### config.mk
export PLATFORM = sky130hd
export DESIGN_NAME = dp_stall_rx
export DESIGN_NICKNAME = d
export VERILOG_FILES = /design/src/rtl/dp_stall_rx.sv
export SDC_FILE = /design/constraint.sdc
export NUM_CORES = 1
export LEC_CHECK = 0
export CAP_MARGIN = 10
export CORE_MARGIN = 5
export CORE_UTILIZATION = 35
export CTS_CLUSTER_DIAMETER = 150
export DETAILED_ROUTE_END_ITERATION = 6
export PLACE_DENSITY = 0.69
export SYNTH_ARGS = -nofsm -noshare
export SYNTH_HDL_FRONTEND = slang
export SYNTH_SLANG_ARGS = --single-unit
### constraint.sdc
create_clock -name clk -period 2.2 [get_ports clk]
set_clock_uncertainty 0.05 [all_clocks]
set_input_delay 0.33 -clock clk [delete_from_list [all_inputs] [get_ports clk]]
set_output_delay 0.33 -clock clk [all_outputs]
set_load 0.005 [all_outputs]
### src/rtl/dp_stall_rx.sv
// Receive end of the stall-based dp pipeline: buffers upstream beats in a
// DEPTH-entry FIFO, back-pressures by stall, and hands out valid/ready beats.
module dp_stall_rx #(
    parameter int W     = 32,
    parameter int DEPTH = 4,
    parameter int CNT_W = 16
) (
    input  logic                         clk,
    input  logic                         arst_n,
    input  logic                         vld_i,
    input  logic [W-1:0]                 dat_i,
    output logic                         stall_o,
    output logic                         vld_o,
    output logic [W-1:0]                 dat_o,
    input  logic                         rdy_i,
    input  logic                         flush_i,
    output logic [$clog2(DEPTH+1)-1:0]   occ_o,
    output logic [CNT_W-1:0]             stall_cnt_o
);

    localparam int OCC_W = $clog2(DEPTH + 1);
    localparam int PTR_W = $clog2(DEPTH);

    logic [W-1:0]     mem [DEPTH];
    logic [PTR_W-1:0] rptr;
    logic [PTR_W-1:0] wptr;
    logic [OCC_W-1:0] occ;
    logic [CNT_W-1:0] stall_cnt;
    logic             push;
    logic             pop;

    // Stall depends on registered occupancy only, so rdy_i never reaches stall_o.
    assign stall_o     = (occ == OCC_W'(DEPTH));
    assign vld_o       = (occ != '0);
    assign dat_o       = mem[rptr];
    assign occ_o       = occ;
    assign stall_cnt_o = stall_cnt;

    // While stalled the upstream is replaying the same beat, so vld_i is ignored.
    assign push = vld_i & ~stall_o & ~flush_i;
    assign pop  = vld_o & rdy_i & ~flush_i;

    function automatic logic [PTR_W-1:0] ptr_inc(input logic [PTR_W-1:0] p);
        return (p == PTR_W'(DEPTH - 1)) ? '0 : p + 1'b1;
    endfunction

    // NOTE: storage has no reset; occ gates vld_o, so stale contents are never seen.
    always_ff @(posedge clk) begin
        if (push) mem[wptr] <= dat_i;
    end

    always_ff @(posedge clk or negedge arst_n) begin
        if (!arst_n) begin
            rptr      <= '0;
            wptr      <= '0;
            occ       <= '0;
            stall_cnt <= '0;
        end else begin
            if (flush_i) begin
                rptr <= '0;
                wptr <= '0;
                occ  <= '0;
            end else begin
                if (push) wptr <= ptr_inc(wptr);
                if (pop)  rptr <= ptr_inc(rptr);
                if (push && !pop)      occ <= occ + 1'b1;
                else if (pop && !push) occ <= occ - 1'b1;
            end
            if (stall_o && (stall_cnt != '1)) stall_cnt <= stall_cnt + 1'b1;
        end
    end

`ifndef SYNTHESIS
    a_no_underflow: assert property (@(posedge clk) disable iff (!arst_n)
        pop |-> (occ != '0));
    a_no_overflow: assert property (@(posedge clk) disable iff (!arst_n)
        push |-> (occ != OCC_W'(DEPTH)));
    a_stalled_data_stable: assert property (@(posedge clk) disable iff (!arst_n)
        (stall_o && vld_i) |=> (dat_i == $past(dat_i)));
`endif

endmodule

# Word level (Yosys, flattened, before mapping)
# Memory sizes are Yosys's and may differ from the RTL's.
# Cells that the tools add are included.
# Widths: inputs -> output; s select.
# totals
n_memories	1
mem_bits_rw	128
input_bits	37
reg_bits	23
word_cells	40
out_inout_bits	53
# classes
bitwise_logic	6
n_eq_ne	4
reduce_logical	9
mux	11
addsub	5
# memory_table
memory	depth	word_bits	rd	rd_clocked_by_memory_dff	write_ports	line	source
mem	4	32	1	0	1	24	logic [W-1:0] mem [DEPTH];
# op_table
op	count
$add 16x1->16 const B	1
$ne 16x16->1 const B	1
$mux 2	6
$mux 3	3
$reduce_bool 3->1	2
$add 2x1->2 const B	2
$and 1x1->1	4
$eq 2x2->1 const B	2
$reduce_bool 2->1	2
$add 3x1->3 const B	1
$eq 3x3->1 const B	1
$logic_and 1x1->1	3
$sub 3x1->3 const B	1
$logic_not 1->1	2
$mux 1	2
$not 1->1	2

# Logic depth before layout (Yosys ltp)
# logic_depth
depth_word	9
mapped_depth	9
depth_no_buf	8

# Least setup slack after synthesis
# No wires, ideal clock.
# synth_path
kind	flip-flop to flip-flop
from	register occ[2] (netlist: occ_o[2])
to	memory mem[0][0] (enable)
setup_slack_ps	-40
t_required_ps	1758
path_stages_with_launch	6
arrival_time_ps	1798
path_buffers	1
path_cell_list	dfrtp_1 or3b_1 buf_6 nand2_1 nor2_1 and2_1
# synth_via
elab_chain_cells	6
# synth_rtl
item	line	source
start: declaration	27	logic [OCC_W-1:0] occ;
start signal: assignment	66	if (push && !pop) occ <= occ + 1'b1;
start signal: assignment	67	else if (pop && !push) occ <= occ - 1'b1;
$eq 3x3->1	33	assign stall_o = (occ == OCC_W'(DEPTH));
$not 1->1	40	assign push = vld_i & ~stall_o & ~flush_i;
$and 1x1->1 (2 in a row)	40	
$mux 1	49	if (push) mem[wptr] <= dat_i;
$mux 1 (implied by the code)	49	
end: declaration	24	
# Every way passes these cells.

# Worst setup path in the final report
# layout_path
from	register rptr[0]
to	output dat_o[29]
# layout_via
elab_chain_cells	1
# layout_rtl
item	line	source
start: declaration	25	logic [PTR_W-1:0] rptr;
start signal: assignment	65	if (pop) rptr <= ptr_inc(rptr);
$mem_v2 4x32	n/a	
end: declaration	14	output logic [W-1:0] dat_o,
# Every way passes these cells.

==> results.ini <==
[status]
status=finished, violations left
violations=setup timing

[detailed_routing]
dr.pass1.iters=4
drt-total-wl_um=12120
drc=0
drt_iter0_drc=182
via_count=3278
wl_per_cell_um=17.98
antenna_left=0
viasPerCell=4.864

[synthesis]
netlist_area_sq_mm=0.005916
yosys_most_used_dff=edfxtp_1
seq_area_frac_synth_pct=74.70
syn_inst=305
yosys.area.top_type=edfxtp_1
synth_fp_nets=349
yosysWarnings=0
syn_avg_cell_area_sq_um=19.40
ys_ff_latch=151
synth_top_area_share_pct=64.97
yosys-top-cells-area=edfxtp_1 (65%), mux4_2 (12%), dfrtp_1 (9.7%)
synth_cell_type_count=38
async_flop_share_pct=15.23
synth_edf_count=128

[worst_setup_path]
crit_chain=buf_6 > buf_12 > buf_16 > buf_8 > mux4_2 > buf_6
rr_endpoint=occ_o[2]$_DFFE_PN0P_
r2r_setup_slack_ns=0.13
start_kind=register
cp.required_ns=1.82
r2r_cells=9
critPathKind=register to primary output
cp_slowest_stage_delay_ns=0.42
critPathSlowestCell=mux4_2
arrival_ns=1.88
critical_path.top_delay_family=buffers and inverters
path_buf_inv=5
crit_top_cell=buf_6
cp-end-kind=primary output
critPathMaxFanout=6
r2r-start=occ_o[0]$_DFFE_PN0P_

[clocking]
cts_buffers=17
clkLatencyLatePin_ns=0.41
tritoncts=yes
clk_pin_slew_ns=0.06
cts_hold_buffers=0
ctsLongestPathBuffers=2
htreeDepth=4
cts_sinks=151
root_buffer=clkbuf_16

[sta]
final_hold_viol_count=0
period_share_pct=102.9
tightest_slew_ns=0.6031
finalSetupViolCount=10
slew_viol_final=0
fin_tns_setup_ns=-0.4800
relSlewSlack_pct=59.43
rsz0062_at_grt=true
clock.fmax_mhz=441.6
post-route-min-period_ns=2.265
finalWorstSetupSlack_ns=-0.06461

[layout]
drive_gt1_share_pct=30.84
area_growth_pct=36.87
nets=486
n_antenna_cell=0
mostFrequentLayoutCells=edfxtp_1 (128), clkdlybuf4s50_1 (56), mux4_2 (32)
mostFrequentLayoutCell=edfxtp_1

[power]
p_leak_nw=2.854
peakVddDrop_mv=0.5369
finalPower_mw=7.943
powerDensity_mw_per_mm2=981.0

[global_routing]
gr-usage-all-layers_pct=12.91
antenna_found_initial=2
grt_pass1_wl_um=19550
grt_max_degree=35
grt-ovfl-total=0
grt_pass1_vias=3576

[floorplanning]
core_area_sq_mm=0.01658
fp.dieW_um=140.0
die-area_sq_mm=0.01960
ios=90
initial_core_util_pct=35.67
num_rows=47
die_height_um=140.0

[placed_design]
port-buffer-count=89
gp_congestion=0.8207
dp_hpwl_um=7598

[flow_run]
drv_cap=0

[hold_path]
min_path_type=input port to asynchronous set/reset pin

==> flip-flops by register name, summed over array words and instances (netlist names) <==
signal       flops
occ_o            3
wptr             2
stall_cnt_o     16
mem            128
rptr             2
==> timing repair <==
action,in CTS,in global routing
setup endpoints to repair,34,31
pin swaps,2,3
buffers inserted,13,4
cloned,3,0
gates resized for setup,130,15
==> synthesized netlist by cell type, types with 2 or more instances <==
| library cell | instances |
|---|---|
| nand2_1 | 9 |
| or3_1 | 2 |
| mux4_2 | 32 |
| dfrtp_1 | 23 |
| o21ai_0 | 2 |
| mux2_2 | 2 |
| ha_1 | 6 |
| nor2_1 | 9 |
| and4_1 | 2 |
| edfxtp_1 | 128 |
| xnor2_1 | 6 |
| nand2b_1 | 2 |
| clkbuf_1 | 6 |
| nor4_1 | 3 |
| inv_1 | 9 |
| xor2_1 | 7 |
| buf_2 | 3 |
| nor3b_1 | 2 |
| nand4_1 | 4 |
| a211oi_1 | 5 |
| a21oi_1 | 9 |
| and2_1 | 5 |
| nor3_1 | 6 |
| nand3_1 | 9 |
==> cells by family after synthesis <==
logic type	Yosys count	synth area share, %
adders and majority gates	7	1.607
AOI/OAI and AO/OA	19	1.946
and+or+nand+nor	60	5.626
xor gates and xnor gates	13	1.925
muxes	35	12.73
buffers and inverters	20	1.459
DFF	151	74.70
==> per-stage QoR <==
step / cells / hold WS, ns / cell area (sq um) / worst slack (ns) / util (%)
5_1_grt: 674 / 0.2551 / 8097 / -0.1196 / 48.82
4_1_cts: 671 / 0.2128 / 8038 / -0.1071 / 48.47
3_5_place_dp: 624 / 0.4365 / 7269 / 0.009169 / 43.84
2_1_floorplan: 305 / -0.01559 / 5921 / 0.08007 / -
3_3_place_gp: 624 / 0.4327 / 7269 / 0.07853 / 43.84
6_report: 674 / 0.2193 / 8097 / -0.06461 / 48.82
==> where the power goes <==
group	total [mW]	switching (mW)	internal, mW
clock	2.88	1.02	1.86
combinational	1.67	0.657	1.02
sequential	3.38	0.0984	3.29
==> how the worst max path moves through the flow <==
stage                              start                   end  slack (ns)  cells after the start
floorplan           occ_o[2]$_DFFE_PN0P_  occ_o[2]$_DFFE_PN0P_        0.08                      9
global placement    occ_o[1]$_DFFE_PN0P_  occ_o[2]$_DFFE_PN0P_        0.08                      8
detailed placement  occ_o[0]$_DFFE_PN0P_  occ_o[2]$_DFFE_PN0P_       0.009                      8
CTS                  rptr[0]$_DFFE_PN0P_              dat_o[8]       -0.11                      5
global route         rptr[0]$_DFFE_PN0P_             dat_o[29]       -0.12                      6
finish               rptr[0]$_DFFE_PN0P_             dat_o[29]       -0.06                      6
==> final cells by class <==
type / instances / area (sq um)
Clock buffer: 18 / 429.2
Clock inverter: 13 / 161.4
Fill cell: 1413 / 8487
Inverter: 9 / 33.78
Multi-Input combinational cell: 134 / 1440
Sequential cell: 151 / 4422
Tap cell: 220 / 275.3
Timing Repair Buffer: 129 / 1335
==> metal layers <==
metal  vias to the layer above  wire length, um  GRT usage, %  part of all wire [%]
met5                         -               27             0                  0.22
met4                         4              204         4.844                   1.7
met3                        18              787         4.874                   6.5
met2                        90             6011         21.27                    50
met1                      1666             5090         15.50                    42
li1                       1500                -             -                     -
No activity file was read; power rests on OpenSTA's default activity.
